**src/rtl/arb_pkg.sv**
```systemverilog
// Shared types and widths for the memory port arbiter.
package arb_pkg;

  localparam int LAT_W    = 3;
  localparam int STARVE_W = 4;
  localparam int STAT_W   = 16;

  typedef enum logic [1:0] {
    IDLE  = 2'd0,
    ISSUE = 2'd1,
    WAIT  = 2'd2,
    DONE  = 2'd3
  } arb_state_e;

endpackage

```
**src/rtl/arb_sat_counter.sv**
```systemverilog
// Saturating up-counter; holds at all-ones once reached.
module arb_sat_counter
  import arb_pkg::*;
#(
  parameter int W = STAT_W
) (
  input  logic         clk,
  input  logic         rst_n,
  input  logic         inc,
  output logic [W-1:0] cnt
);

  // Count up on inc, stop at the maximum value.
  always_ff @(posedge clk or negedge rst_n) begin
    if (!rst_n)                 cnt <= '0;
    else if (inc && cnt != '1)  cnt <= cnt + 1'b1;
  end

endmodule

```
**src/rtl/mem_port_arbiter.sv**
```systemverilog
// Arbitrates instruction fetch and CPU data requests onto one synchronous
// memory port. Data has priority; fetch is forced through after
// STARVE_LIMIT consecutive data grants while fetch waits.
// Optional statistics counters are enabled with the macro ARB_STATS_EN.
module mem_port_arbiter
  import arb_pkg::*;
#(
  parameter int MEM_LATENCY  = 1,
  parameter int STARVE_LIMIT = 4
) (
  input  logic        CLK,
  input  logic        RST,
  input  logic        if_req,
  input  logic [31:0] if_addr,
  output logic        if_ack,
  output logic [31:0] if_rdata,
  input  logic        d_req,
  input  logic        d_we,
  input  logic [31:0] d_addr,
  input  logic [31:0] d_wdata,
  output logic        d_ack,
  output logic [31:0] d_rdata,
  output logic        mem_en,
  output logic        mem_we,
  output logic [31:0] mem_addr,
  output logic [31:0] mem_wdata,
  input  logic [31:0] mem_rdata,
  output logic        stall
`ifdef ARB_STATS_EN
  ,
  output logic [STAT_W-1:0] stat_if_cnt,
  output logic [STAT_W-1:0] stat_d_cnt,
  output logic [STAT_W-1:0] stat_conflict_cnt
`endif
);

  localparam logic [STARVE_W-1:0] C_LIMIT = STARVE_W'(STARVE_LIMIT);
  // WAIT length minus one; only meaningful when MEM_LATENCY > 1.
  localparam logic [LAT_W-1:0]    C_WAIT  =
    LAT_W'((MEM_LATENCY > 1) ? (MEM_LATENCY - 2) : 0);

  arb_state_e            r_state, w_state_nxt;
  logic [LAT_W-1:0]      r_lat_cnt, w_lat_nxt;
  logic [STARVE_W-1:0]   r_starve;
  logic                  r_sel_d, r_we;
  logic [31:0]           r_addr, r_wdata, r_if_rdata, r_d_rdata;
  logic                  w_req_any, w_grant_if, w_grant;
  logic                  w_done_if, w_done_d, w_cap_if, w_cap_d;

  assign w_req_any  = if_req | d_req;
  // Fetch wins only when data is absent or fetch has hit the starve limit.
  assign w_grant_if = if_req & (~d_req | (r_starve == C_LIMIT));
  assign w_grant    = (r_state == IDLE) & w_req_any;

  assign w_done_if  = (r_state == DONE) & ~r_sel_d;
  assign w_done_d   = (r_state == DONE) &  r_sel_d;
  // Only reads load rdata; write acks leave d_rdata untouched.
  assign w_cap_if   = w_done_if;
  assign w_cap_d    = w_done_d & ~r_we;

  // Next-state and wait-counter logic.
  always_comb begin
    w_state_nxt = r_state;
    w_lat_nxt   = r_lat_cnt;
    case (r_state)
      IDLE:  if (w_req_any) w_state_nxt = ISSUE;
      ISSUE: begin
        if (r_we || MEM_LATENCY == 1) begin
          w_state_nxt = DONE;
        end else begin
          w_state_nxt = WAIT;
          w_lat_nxt   = C_WAIT;
        end
      end
      WAIT: begin
        if (r_lat_cnt == '0) w_state_nxt = DONE;
        else                 w_lat_nxt   = r_lat_cnt - 1'b1;
      end
      DONE:    w_state_nxt = IDLE;
      default: w_state_nxt = IDLE;
    endcase
  end

  // State register; reset aborts any transaction in flight.
  always_ff @(posedge CLK or negedge RST) begin
    if (!RST) begin
      r_state   <= IDLE;
      r_lat_cnt <= '0;
    end else begin
      r_state   <= w_state_nxt;
      r_lat_cnt <= w_lat_nxt;
    end
  end

  // Latch the winning request's command at grant time.
  always_ff @(posedge CLK or negedge RST) begin
    if (!RST) begin
      r_sel_d <= 1'b0;
      r_we    <= 1'b0;
      r_addr  <= '0;
      r_wdata <= '0;
    end else if (w_grant) begin
      r_sel_d <= ~w_grant_if;
      r_we    <= w_grant_if ? 1'b0  : d_we;
      r_addr  <= w_grant_if ? if_addr : d_addr;
      r_wdata <= w_grant_if ? '0    : d_wdata;
    end
  end

  // Count data grants made while fetch is waiting; saturate at the limit.
  always_ff @(posedge CLK or negedge RST) begin
    if (!RST)                        r_starve <= '0;
    else if (!if_req)                r_starve <= '0;
    else if (w_grant) begin
      if (w_grant_if)                r_starve <= '0;
      else if (r_starve != C_LIMIT)  r_starve <= r_starve + 1'b1;
    end
  end

  // Hold the last word returned to each port.
  always_ff @(posedge CLK or negedge RST) begin
    if (!RST) begin
      r_if_rdata <= '0;
      r_d_rdata  <= '0;
    end else begin
      if (w_cap_if) r_if_rdata <= mem_rdata;
      if (w_cap_d)  r_d_rdata  <= mem_rdata;
    end
  end

  // Read data is forwarded straight through in the ack cycle.
  assign if_ack    = w_done_if;
  assign d_ack     = w_done_d;
  assign if_rdata  = w_cap_if ? mem_rdata : r_if_rdata;
  assign d_rdata   = w_cap_d  ? mem_rdata : r_d_rdata;
  assign mem_en    = (r_state == ISSUE);
  assign mem_we    = (r_state == ISSUE) & r_we;
  assign mem_addr  = r_addr;
  assign mem_wdata = r_wdata;
  // Held low during reset even if requesters keep their req asserted.
  assign stall     = RST & ((if_req & ~if_ack) | (d_req & ~d_ack));

`ifdef ARB_STATS_EN
  logic w_conflict;
  assign w_conflict = (r_state == IDLE) & if_req & d_req;

  arb_sat_counter #(.W(STAT_W)) u_if_cnt (
    .clk(CLK), .rst_n(RST), .inc(w_done_if), .cnt(stat_if_cnt));
  arb_sat_counter #(.W(STAT_W)) u_d_cnt (
    .clk(CLK), .rst_n(RST), .inc(w_done_d), .cnt(stat_d_cnt));
  arb_sat_counter #(.W(STAT_W)) u_conflict_cnt (
    .clk(CLK), .rst_n(RST), .inc(w_conflict), .cnt(stat_conflict_cnt));
`endif

endmodule

```
**config.mk**
```make
export PLATFORM = sky130hd
export DESIGN_NAME = mem_port_arbiter
export DESIGN_NICKNAME = d
export VERILOG_FILES = /design/src/rtl/arb_pkg.sv /design/src/rtl/arb_sat_counter.sv /design/src/rtl/mem_port_arbiter.sv
export SDC_FILE = /design/constraint.sdc
export NUM_CORES = 1
export LEC_CHECK = 0
export ABC_AREA = 1
export BUFFER_PORTS_ARGS = -buffer_cell sky130_fd_sc_hd__clkbuf_2
export CAP_MARGIN = 20
export CORE_MARGIN = 2
export CORE_UTILIZATION = 33
export CTS_CLUSTER_DIAMETER = 200
export DETAILED_ROUTE_END_ITERATION = 8
export GPL_ROUTABILITY_DRIVEN = 0
export GPL_TIMING_DRIVEN = 0
export MAX_ROUTING_LAYER = met4
export SYNTH_ARGS = -nofsm -noshare
export SYNTH_HDL_FRONTEND = slang
export SYNTH_SLANG_ARGS = --single-unit
```
**constraint.sdc**
```tcl
create_clock -name CLK -period 2 [get_ports CLK]
set_input_delay 0.1 -clock CLK [delete_from_list [all_inputs] [get_ports CLK]]
set_output_delay 0.1 -clock CLK [all_outputs]
set_load 0.005 [all_outputs]
```
==> impl_metrics.ini, run 1 <==
[run_status]
run_status = finished, violations left
violations = hold timing

[run]
maxCapViolations = 0

[power_and_ir_drop]
cellInternalPower_mw = 8.53
total_leakage_power_nw = 5.49
share_seq_of_total_power_pct = 34.1
pwr-share-comb_pct = 42.7
worst_ir_drop_vdd_v = 0.000919
power_per_cell_area_nw_per_um2 = 1410
power.switching_mw = 5.05
pwr-share-clk_pct = 23.2
swShare_pct = 37.2

[critical_path]
path_max_fanout = 10
cp_data_arrival_time_ns = 1.84
worstSetupEndpointType = output pin
startpoint_type = flip-flop
worst_ep_required_time_ns = 1.90
worst-setup-path-type = reg2out

[clocking]
ctsLongestPathBuffers = 2
tritoncts = yes
clk_transition_reported_paths_ns = 0.07
tritoncts.num_buffers = 17
insertion_delay_ns = 0.42
cts-root-buf = sky130_fd_sc_hd__clkbuf_16
clock_sink_count = 139
cts_hold_buffers = 96
cts-htree-levels = 4

[cells_and_area]
utilization_pct = 53.7
final-instance-count-excl-fill = 1363
post_route_cells_drive_above_1_share_pct = 32.7
finalNetCount = 1262
layout_common_cells = 254 x sky130_fd_sc_hd__clkbuf_2, 239 x sky130_fd_sc_hd__nand2_1, 139 x sky130_fd_sc_hd__dfrtp_1
areaGrowthSynthToFinish_pct = 60.0
layout_commonest_cell = sky130_fd_sc_hd__clkbuf_2

[logic_synthesis]
synth_area_per_cell_um2 = 8.27
mappedNetlistArea_um2 = 6030
sequential_fraction_of_the_synthesis_area_pct = 57.7
netlist-cell-type-count = 19
netlist_instances = 729
synth.top_cells.by_area = sky130_fd_sc_hd__dfrtp_1 58%, sky130_fd_sc_hd__nand2_1 15%, sky130_fd_sc_hd__nand3_1 8.3%
synth.top_cell.area_share_pct = 57.7
synth_nets = 870
synth_seq_cells = 139
post-synth-top-area-cell = sky130_fd_sc_hd__dfrtp_1
yosys_warnings = 0

[timing]
max_freq_mhz = 515
period_share_pct = 97.1
setup_tns_ns = 0
final_period_minus_worst_setup_slack_ns = 1.94
max-slew-margin-rel_pct = 58.8
timing_worst_slew_pin_value_ns = 0.618
rsz0062_at_grt = yes
report.final.setup_viol = 0
timing.final.hold_violations = 71
timing.final.ws_setup_ns = 0.0572
clock_skew_ns = 0.00726
finalHoldWorstSlack_ns = -0.328
report.final.slew_viol_count = 0

[floorplanning]
die-area_um2 = 19400
initial_core_util_pct = 33.6
io-pin-count = 266
die-height_um = 139
floorplan.die.width_um = 139
rows = 49
floorplan.core_area_um2 = 18000

[worst_hold_path]
hold_path.class = in2async

[route]
initialDrtViolationCount = 173
route.detailed.vias_per_inst = 4.53
vias = 6176
drt_pre_antenna_iters = 4
route.detailed.drc = 0
drt-wirelength-per-cell_um = 14.8
final_antenna_net_count = 0
routed_wirelength_um = 20100

[grt]
grt_first_pass_wirelength_um = 31800
grt_overflow = 0
antenna_violations_before_repair = 0
first_global_vias = 6292
track_usage_pct = 21.3
grt_max_degree = 73

[place]
placement.setup.worst_slack_ns = -0.120
detailed_place_hpwl_um = 13600
place.detailed.instances = 1224
port_buffers = 265
-- sequential cells by signal (all words and copies together) (netlist names) --
signal      count
r_state         2
mem_wdata      32
r_starve        4
r_sel_d         1
r_we            1
r_d_rdata      32
r_if_rdata     32
mem_addr       32
r_lat_cnt       3
-- kinds of logic after synthesis --
| kind of cell | synth area share [%] |
|---|---|
| simple gates | 23.7 |
| buf+inv | 10.1 |
| flops | 57.7 |
| compound gates | 6.60 |
| fa+ha+maj | 1.66 |
| xor+xnor | 0.291 |
-- path summary, 6_finish.rpt --
path                                         startpoint                       end  slack (ns)  depth (start not counted)
worst max register to register   r_state[0]$_DFFE_PN0P_   r_starve[2]$_DFFE_PN0P_        0.19                          7
max in group asynchronous                           RST   r_d_rdata[12]$_DFF_PN0_        1.54                          2
worst min register to register  r_d_rdata[31]$_DFF_PN0_   r_d_rdata[31]$_DFF_PN0_        0.47                          2
worst max-delay path             r_state[0]$_DFFE_PN0P_              if_rdata[13]        0.06                          6
worst min-delay path                                RST  mem_addr[19]$_DFFE_PN0P_       -0.33                          1
min in group CLK                            if_addr[31]  mem_addr[31]$_DFFE_PN0P_        0.01                          5
-- per-stage QoR --
stage | hold slack [ns] | cell area (µm²) | power (mW)
2_1_floorplan | -0.196 | 6030 | 6.92
3_3_place_gp | 0.332 | 7640 | 9.39
3_5_place_dp | 0.156 | 7680 | 9.46
4_1_cts | -0.301 | 9380 | 13.2
5_1_grt | -0.287 | 9650 | 14.6
6_report | -0.328 | 9650 | 13.6
-- layout make-up --
class	instances	area, µm²
Buffer	40	287
Antenna cell	1	2.50
Sequential cell	139	3480
Inverter	116	440
Timing Repair Buffer	371	2460
Clock inverter	14	161
Multi-Input combinational cell	436	2110
Fill cell	1687	8310
Clock buffer	17	425
Tap cell	229	287
-- critical path, cell delays in order (launching register included) --
cell and delay [ns]:
sky130_fd_sc_hd__dfrtp_1 0.38, sky130_fd_sc_hd__ha_2 0.22, sky130_fd_sc_hd__nand2_2 0.08, sky130_fd_sc_hd__buf_6 0.14, sky130_fd_sc_hd__clkbuf_4 0.20, sky130_fd_sc_hd__o21ai_0 0.23, sky130_fd_sc_hd__clkbuf_2 0.16
-- Yosys cell counts --
| cell | instances |
|---|---|
| sky130_fd_sc_hd__inv_2 | 1 |
| sky130_fd_sc_hd__a31oi_1 | 1 |
| sky130_fd_sc_hd__buf_1 | 5 |
| sky130_fd_sc_hd__buf_2 | 11 |
| sky130_fd_sc_hd__ha_1 | 8 |
| sky130_fd_sc_hd__o21ai_0 | 74 |
| sky130_fd_sc_hd__nand4_1 | 1 |
| sky130_fd_sc_hd__clkbuf_1 | 22 |
| sky130_fd_sc_hd__a21oi_2 | 1 |
| sky130_fd_sc_hd__buf_4 | 1 |
| sky130_fd_sc_hd__dfrtp_1 | 139 |
| sky130_fd_sc_hd__inv_1 | 115 |
| sky130_fd_sc_hd__nand2_1 | 243 |
| sky130_fd_sc_hd__a21boi_0 | 1 |
| sky130_fd_sc_hd__buf_6 | 1 |
| sky130_fd_sc_hd__xor2_1 | 2 |
| sky130_fd_sc_hd__a21oi_1 | 1 |
| sky130_fd_sc_hd__nand3_1 | 100 |
| sky130_fd_sc_hd__nor2_1 | 2 |
-- routing by layer --
| metal | vias up | routed length [µm] | global-route usage [%] |
|---|---|---|---|
| met5 | - | 0 | - |
| met4 | 0 | 369 | 6.17 |
| met3 | 26 | 1360 | 5.25 |
| met2 | 241 | 9610 | 34.5 |
| met1 | 2867 | 8770 | 26.6 |
| li1 | 3042 | - | - |
-- repair_timing --
| action | 4_1_cts | 5_1_grt |
|---|---|---|
| hold endpoints to repair | 190 | 71 |
| endpoints found under the setup margin | 78 | 131 |
| cloned | 1 | 5 |
| resized for setup | 78 | 70 |
| buffers inserted | 4 | 1 |
| pin swaps | 0 | 1 |
-- power groups by stage --
stage | Sequential, mW | Clock (mW) | Combinational, mW
2_1_floorplan | 4.65 | 0 | 2.27
3_3_place_gp | 4.63 | 0 | 4.76
3_5_place_dp | 4.67 | 0 | 4.79
4_1_cts | 4.62 | 3.23 | 5.33
5_1_grt | 4.77 | 3.34 | 6.48
6_report | 4.63 | 3.15 | 5.80
(Power assumes the default switching activity.)
==> run 2, diff against run 1 <==
clock period = 2.3 ns   (was 2 ns; I/O delays follow)
==> impl_metrics.ini, run 2 (synthesized netlist as in run 1, its figures left out) <==
[place]
port_buffers = 265
place_area_um2 = 7680
detailed_place_hpwl_um = 13600

[critical_path]
delay_of_the_slowest_cell_on_the_worst_path_ns = 0.58
cp_data_arrival_time_ns = 2.50
crit_slowest_cell = sky130_fd_sc_hd__clkbuf_1
timing.rr.end = mem_addr[18]$_DFFE_PN0P_
worstSetupEndpointType = flip-flop
cp_cell_sequence = inv_1 > ha_1 > inv_1 > a21oi_2 > clkbuf_1 > nand3_1 > nand2_1
worst_ep_required_time_ns = 2.65
r2r_setup_slack_ns = 0.15
startpoint_type = flip-flop
critical-path-top-cell-by-count = sky130_fd_sc_hd__inv_1
path_max_fanout = 10
rr_startpoint = r_state[1]$_DFFE_PN0P_
worst-setup-path-type = reg2reg
reg2regPathDepth = 7

[timing]
timing.final.hold_violations = 0
period_share_pct = 93.6
clock_skew_ns = 0.00899
setup_tns_ns = 0
final_period_minus_worst_setup_slack_ns = 2.15
max-slew-margin-rel_pct = 53.2
finalHoldWorstSlack_ns = 0.00980
report.final.slew_viol_count = 0
report.final.setup_viol = 0
rsz0062_at_grt = no
max_freq_mhz = 465
timing_worst_slew_pin_value_ns = 0.703

[worst_hold_path]
holdPathEnd = r_d_rdata[5]$_DFF_PN0_
worst_hold_path.num_cells = 3
hold_path.class = in2reg
startpoint_of_the_lowest_slack_hold_path = mem_rdata[5]

[grt]
grt_overflow = 0
first_global_vias = 6173
grt_first_pass_wirelength_um = 31000
antenna_violations_before_repair = 0
grt_max_degree = 73
track_usage_pct = 20.7

[clocking]
tritoncts = yes
cts-htree-levels = 4
clk_transition_reported_paths_ns = 0.06
insertion_delay_ns = 0.41
ctsLongestPathBuffers = 2
tritoncts.num_buffers = 17
cts-root-buf = sky130_fd_sc_hd__clkbuf_16
postCtsSetupBuffers = 0
clock_sink_count = 139

[floorplanning]
die-height_um = 139
die-area_um2 = 19400
floorplan.die.width_um = 139
io-pin-count = 266
initial_core_util_pct = 33.6
rows = 49
floorplan.core_area_um2 = 18000

[cells_and_area]
post_route_cells_drive_above_1_share_pct = 29.1
areaGrowthSynthToFinish_pct = 51.6
finalNetCount = 1239
layout.cell_area.non_filler_um2 = 9140
layout_commonest_cell = sky130_fd_sc_hd__clkbuf_2
n_antenna_cell = 0
layout_common_cells = 268 x sky130_fd_sc_hd__clkbuf_2, 242 x sky130_fd_sc_hd__nand2_1, 139 x sky130_fd_sc_hd__dfrtp_1

[route]
routed_wirelength_um = 19000
route.detailed.drc = 0
final_antenna_net_count = 0
route.detailed.vias_per_inst = 4.51
drt-wirelength-per-cell_um = 14.2
initialDrtViolationCount = 158
vias = 6045
drt_pre_antenna_iters = 4

[power_and_ir_drop]
power_per_cell_area_nw_per_um2 = 1210
worst_ir_drop_vdd_v = 0.000839
total_leakage_power_nw = 5.27

[run_status]
run_status = finished clean

[run]
maxCapViolations = 0
## run 2: changes by cell type in the layout (fill, tap and decap cells not counted), sizes merged
cell and change:
buf -26, inv +1, nand2 -2, dlygate4sd3 -12, clkbuf +17, diode -1
clkinv -1
## run 2: how the worst max path moves through the flow
stage	start	end	slack (ns)	depth (start not counted)
global route	r_starve[0]$_DFFE_PN0P_	mem_addr[18]$_DFFE_PN0P_	0.003	9
CTS	r_state[0]$_DFFE_PN0P_	d_rdata[22]	0.06	8
global placement	RST	r_d_rdata[16]$_DFF_PN0_	-1.35	1
floorplan	r_state[0]$_DFFE_PN0P_	r_d_rdata[24]$_DFF_PN0_	0.81	6
finish	r_state[1]$_DFFE_PN0P_	mem_addr[18]$_DFFE_PN0P_	0.15	7
detailed placement	r_state[1]$_DFFE_PN0P_	mem_addr[18]$_DFFE_PN0P_	0.18	7
## run 2: area by class of cell
type	count	area, µm²
Multi-Input combinational cell	434	1950
Clock inverter	14	161
Tap cell	229	287
Sequential cell	139	3480
Buffer	40	200
Inverter	116	435
Fill cell	1755	8820
Clock buffer	17	425
Timing Repair Buffer	350	2200
## run 2: worst max-delay path: cells and delay by family, from the launching register on
| kind | cells | cell delay, ns |
|---|---|---|
| buffers and inverters | 3 | 0.74 |
| adders and majority gates | 1 | 0.17 |
| AOI/OAI and AO/OA | 1 | 0.40 |
| and+or+nand+nor | 2 | 0.36 |
| DFF | 1 | 0.40 |
## run 2: per-stage QoR
stage	instances	total power [mW]	util [%]	setup slack, ns
2_1_floorplan	729	6.02	-	0.809
3_3_place_gp	1223	8.16	42.6	-1.35
3_5_place_dp	1224	8.22	42.8	0.180
4_1_cts	1339	11.2	50.8	0.0610
5_1_grt	1339	12.0	50.9	0.00306
6_report	1339	11.1	50.9	0.148
## run 2: power breakdown
part | internal (mW) | switching [mW] | leakage (nW)
clock network | 1.62 | 1.11 | 0.283
registers | 3.58 | 0.449 | 1.73
logic | 1.81 | 2.51 | 3.26
## run 2: per-layer routing
layer	global-route usage (%)	part of all wire, %
met2	33.1	47
met4	6.22	1.7
met5	-	0
met1	26.1	44
met3	5.28	7.5
## run 2: what timing repair did
item                       4_1_cts  5_1_grt
hold buffers                    84        0
setup endpoints to repair       60       50
hold endpoints to repair       171        0
gates resized for setup         12       15
==> run 3, diff against run 2 <==
CELL_PAD_IN_SITES_DETAIL_PLACEMENT = 0   (was not set)
CELL_PAD_IN_SITES_GLOBAL_PLACEMENT = 1   (was not set)
PLACE_DENSITY_LB_ADDON = 0.1   (was not set)
RECOVER_POWER = 25   (was not set)
==> impl_metrics.ini, run 3 (synthesized netlist as in run 1, its figures left out) <==
[route]
initialDrtViolationCount = 215
routed_wirelength_um = 18600
drt_pre_antenna_iters = 6
route.detailed.drc = 0
final_antenna_net_count = 0
route.detailed.vias_per_inst = 4.40
drt-wirelength-per-cell_um = 13.8
vias = 5931

[timing]
finalHoldWorstSlack_ns = 0.0235
max_freq_mhz = 469
final_period_minus_worst_setup_slack_ns = 2.13
timing.final.hold_violations = 0
report.final.slew_viol_count = 0
rsz0062_at_grt = no
clock_skew_ns = 0.00676
report.final.setup_viol = 0
max-slew-margin-rel_pct = 61.4
timing_worst_slew_pin_value_ns = 0.579
period_share_pct = 92.6

[power_and_ir_drop]
pwr-share-clk_pct = 26.1
total_leakage_power_nw = 5.25
swShare_pct = 35.9
power.switching_mw = 4.01
pwr-share-comb_pct = 37.9
cellInternalPower_mw = 7.16
worst_ir_drop_vdd_v = 0.000706
power_per_cell_area_nw_per_um2 = 1210
share_seq_of_total_power_pct = 36.0

[grt]
antenna_violations_before_repair = 0
first_global_vias = 6053
grt_first_pass_wirelength_um = 30500
track_usage_pct = 20.2
grt_max_degree = 74
grt_overflow = 0

[clocking]
cts-htree-levels = 4
clk_transition_reported_paths_ns = 0.06
insertion_delay_ns = 0.42
ctsLongestPathBuffers = 2
tritoncts.num_buffers = 17
tritoncts = yes
postCtsSetupBuffers = 0
clock_sink_count = 139
cts-root-buf = sky130_fd_sc_hd__clkbuf_16

[cells_and_area]
post_route_cells_drive_above_1_share_pct = 27.1
final-instance-count-excl-fill = 1348
finalNetCount = 1248
areaGrowthSynthToFinish_pct = 53.1
n_antenna_cell = 0
layout_commonest_cell = sky130_fd_sc_hd__clkbuf_2
filler_cell_count = 1810
layout_common_cells = 250 x sky130_fd_sc_hd__clkbuf_2, 242 x sky130_fd_sc_hd__nand2_1, 139 x sky130_fd_sc_hd__dfrtp_1

[floorplanning]
initial_core_util_pct = 33.6
floorplan.core_area_um2 = 18000
floorplan.die.width_um = 139
io-pin-count = 266
die-height_um = 139
rows = 49
die-area_um2 = 19400

[run]
maxCapViolations = 0

[place]
place.detailed.instances = 1224
detailed_place_hpwl_um = 12800
port_buffers = 265

[critical_path]
cp_data_arrival_time_ns = 2.02
worst_ep_required_time_ns = 2.18
startpoint_type = flip-flop
worstSetupEndpointType = output pin
path_max_fanout = 10
worst-setup-path-type = reg2out

[run_status]
run_status = finished clean

[worst_hold_path]
hold_path.class = in2reg
## run 3: path summary, 6_finish.rpt
path	depth (start not counted)	from	to	slack [ns]
max	7	r_state[1]$_DFFE_PN0P_	d_rdata[5]	0.17
min reg2reg	1	r_lat_cnt[0]$_DFFE_PN0P_	r_lat_cnt[0]$_DFFE_PN0P_	0.46
max reg2reg	8	r_state[1]$_DFFE_PN0P_	mem_addr[27]$_DFFE_PN0P_	0.45
max in group asynchronous	3	RST	r_d_rdata[4]$_DFF_PN0_	1.28
min in group asynchronous	2	RST	mem_addr[13]$_DFFE_PN0P_	0.23
min	5	if_addr[15]	mem_addr[15]$_DFFE_PN0P_	0.02
## run 3: metal layers
layer	vias to the layer above	track usage, %	routed length, µm
li1	3011	-	-
met2	197	31.8	8590
met4	0	4.09	143
met3	13	5.97	1280
met1	2710	26.1	8570
met5	-	-	0
## run 3: final cells by class
type                       instances  area [µm²]  share of cell area [%]
buffer                            40         200                    2.17
clock buffer                      17         425                    4.61
clock inverter                    14         195                    2.11
inverter                         116         435                    4.72
multi-input combinational        434        1940                    21.1
sequential                       139        3480                    37.7
tap                              229         287                    3.10
timing repair buffer             359        2270                    24.6
## run 3: worst max-delay path, cell delays in order, from the launching register on
cell and delay (ns):
sky130_fd_sc_hd__dfrtp_1 0.38, sky130_fd_sc_hd__ha_1 0.20, sky130_fd_sc_hd__nand2_1 0.08, sky130_fd_sc_hd__inv_1 0.09
sky130_fd_sc_hd__nand2_2 0.14, sky130_fd_sc_hd__clkbuf_2 0.24, sky130_fd_sc_hd__o21ai_0 0.28, sky130_fd_sc_hd__clkbuf_2 0.18
## run 3: power by group through the flow
stage | clock network [mW] | registers [mW] | logic [mW]
detailed placement | 0 | 4.06 | 4.16
floorplan | 0 | 4.04 | 1.97
finish | 2.92 | 4.02 | 4.23
global route | 3.12 | 4.15 | 4.83
global placement | 0 | 4.03 | 4.14
CTS | 3.01 | 4.02 | 4.33
## run 3: metrics by stage
stage               area, µm²  utilization [%]  total power [mW]  TNS [ns]  worst slack (ns)
floorplan                6030                -              6.02         0             0.809
global placement         7640             42.6              8.17   -205.94             -1.48
detailed placement       7680             42.8              8.21         0             0.285
CTS                      9240             51.4              11.4         0            0.0382
global route             9230             51.4              12.1         0           0.00111
finish                   9230             51.4              11.2         0             0.169
## run 3: what timing repair did
action	CTS	global route
endpoints found under the setup margin	53	26
hold buffers	92	1
gates resized for setup	11	12
pin swaps	0	0
hold endpoints to repair	176	1
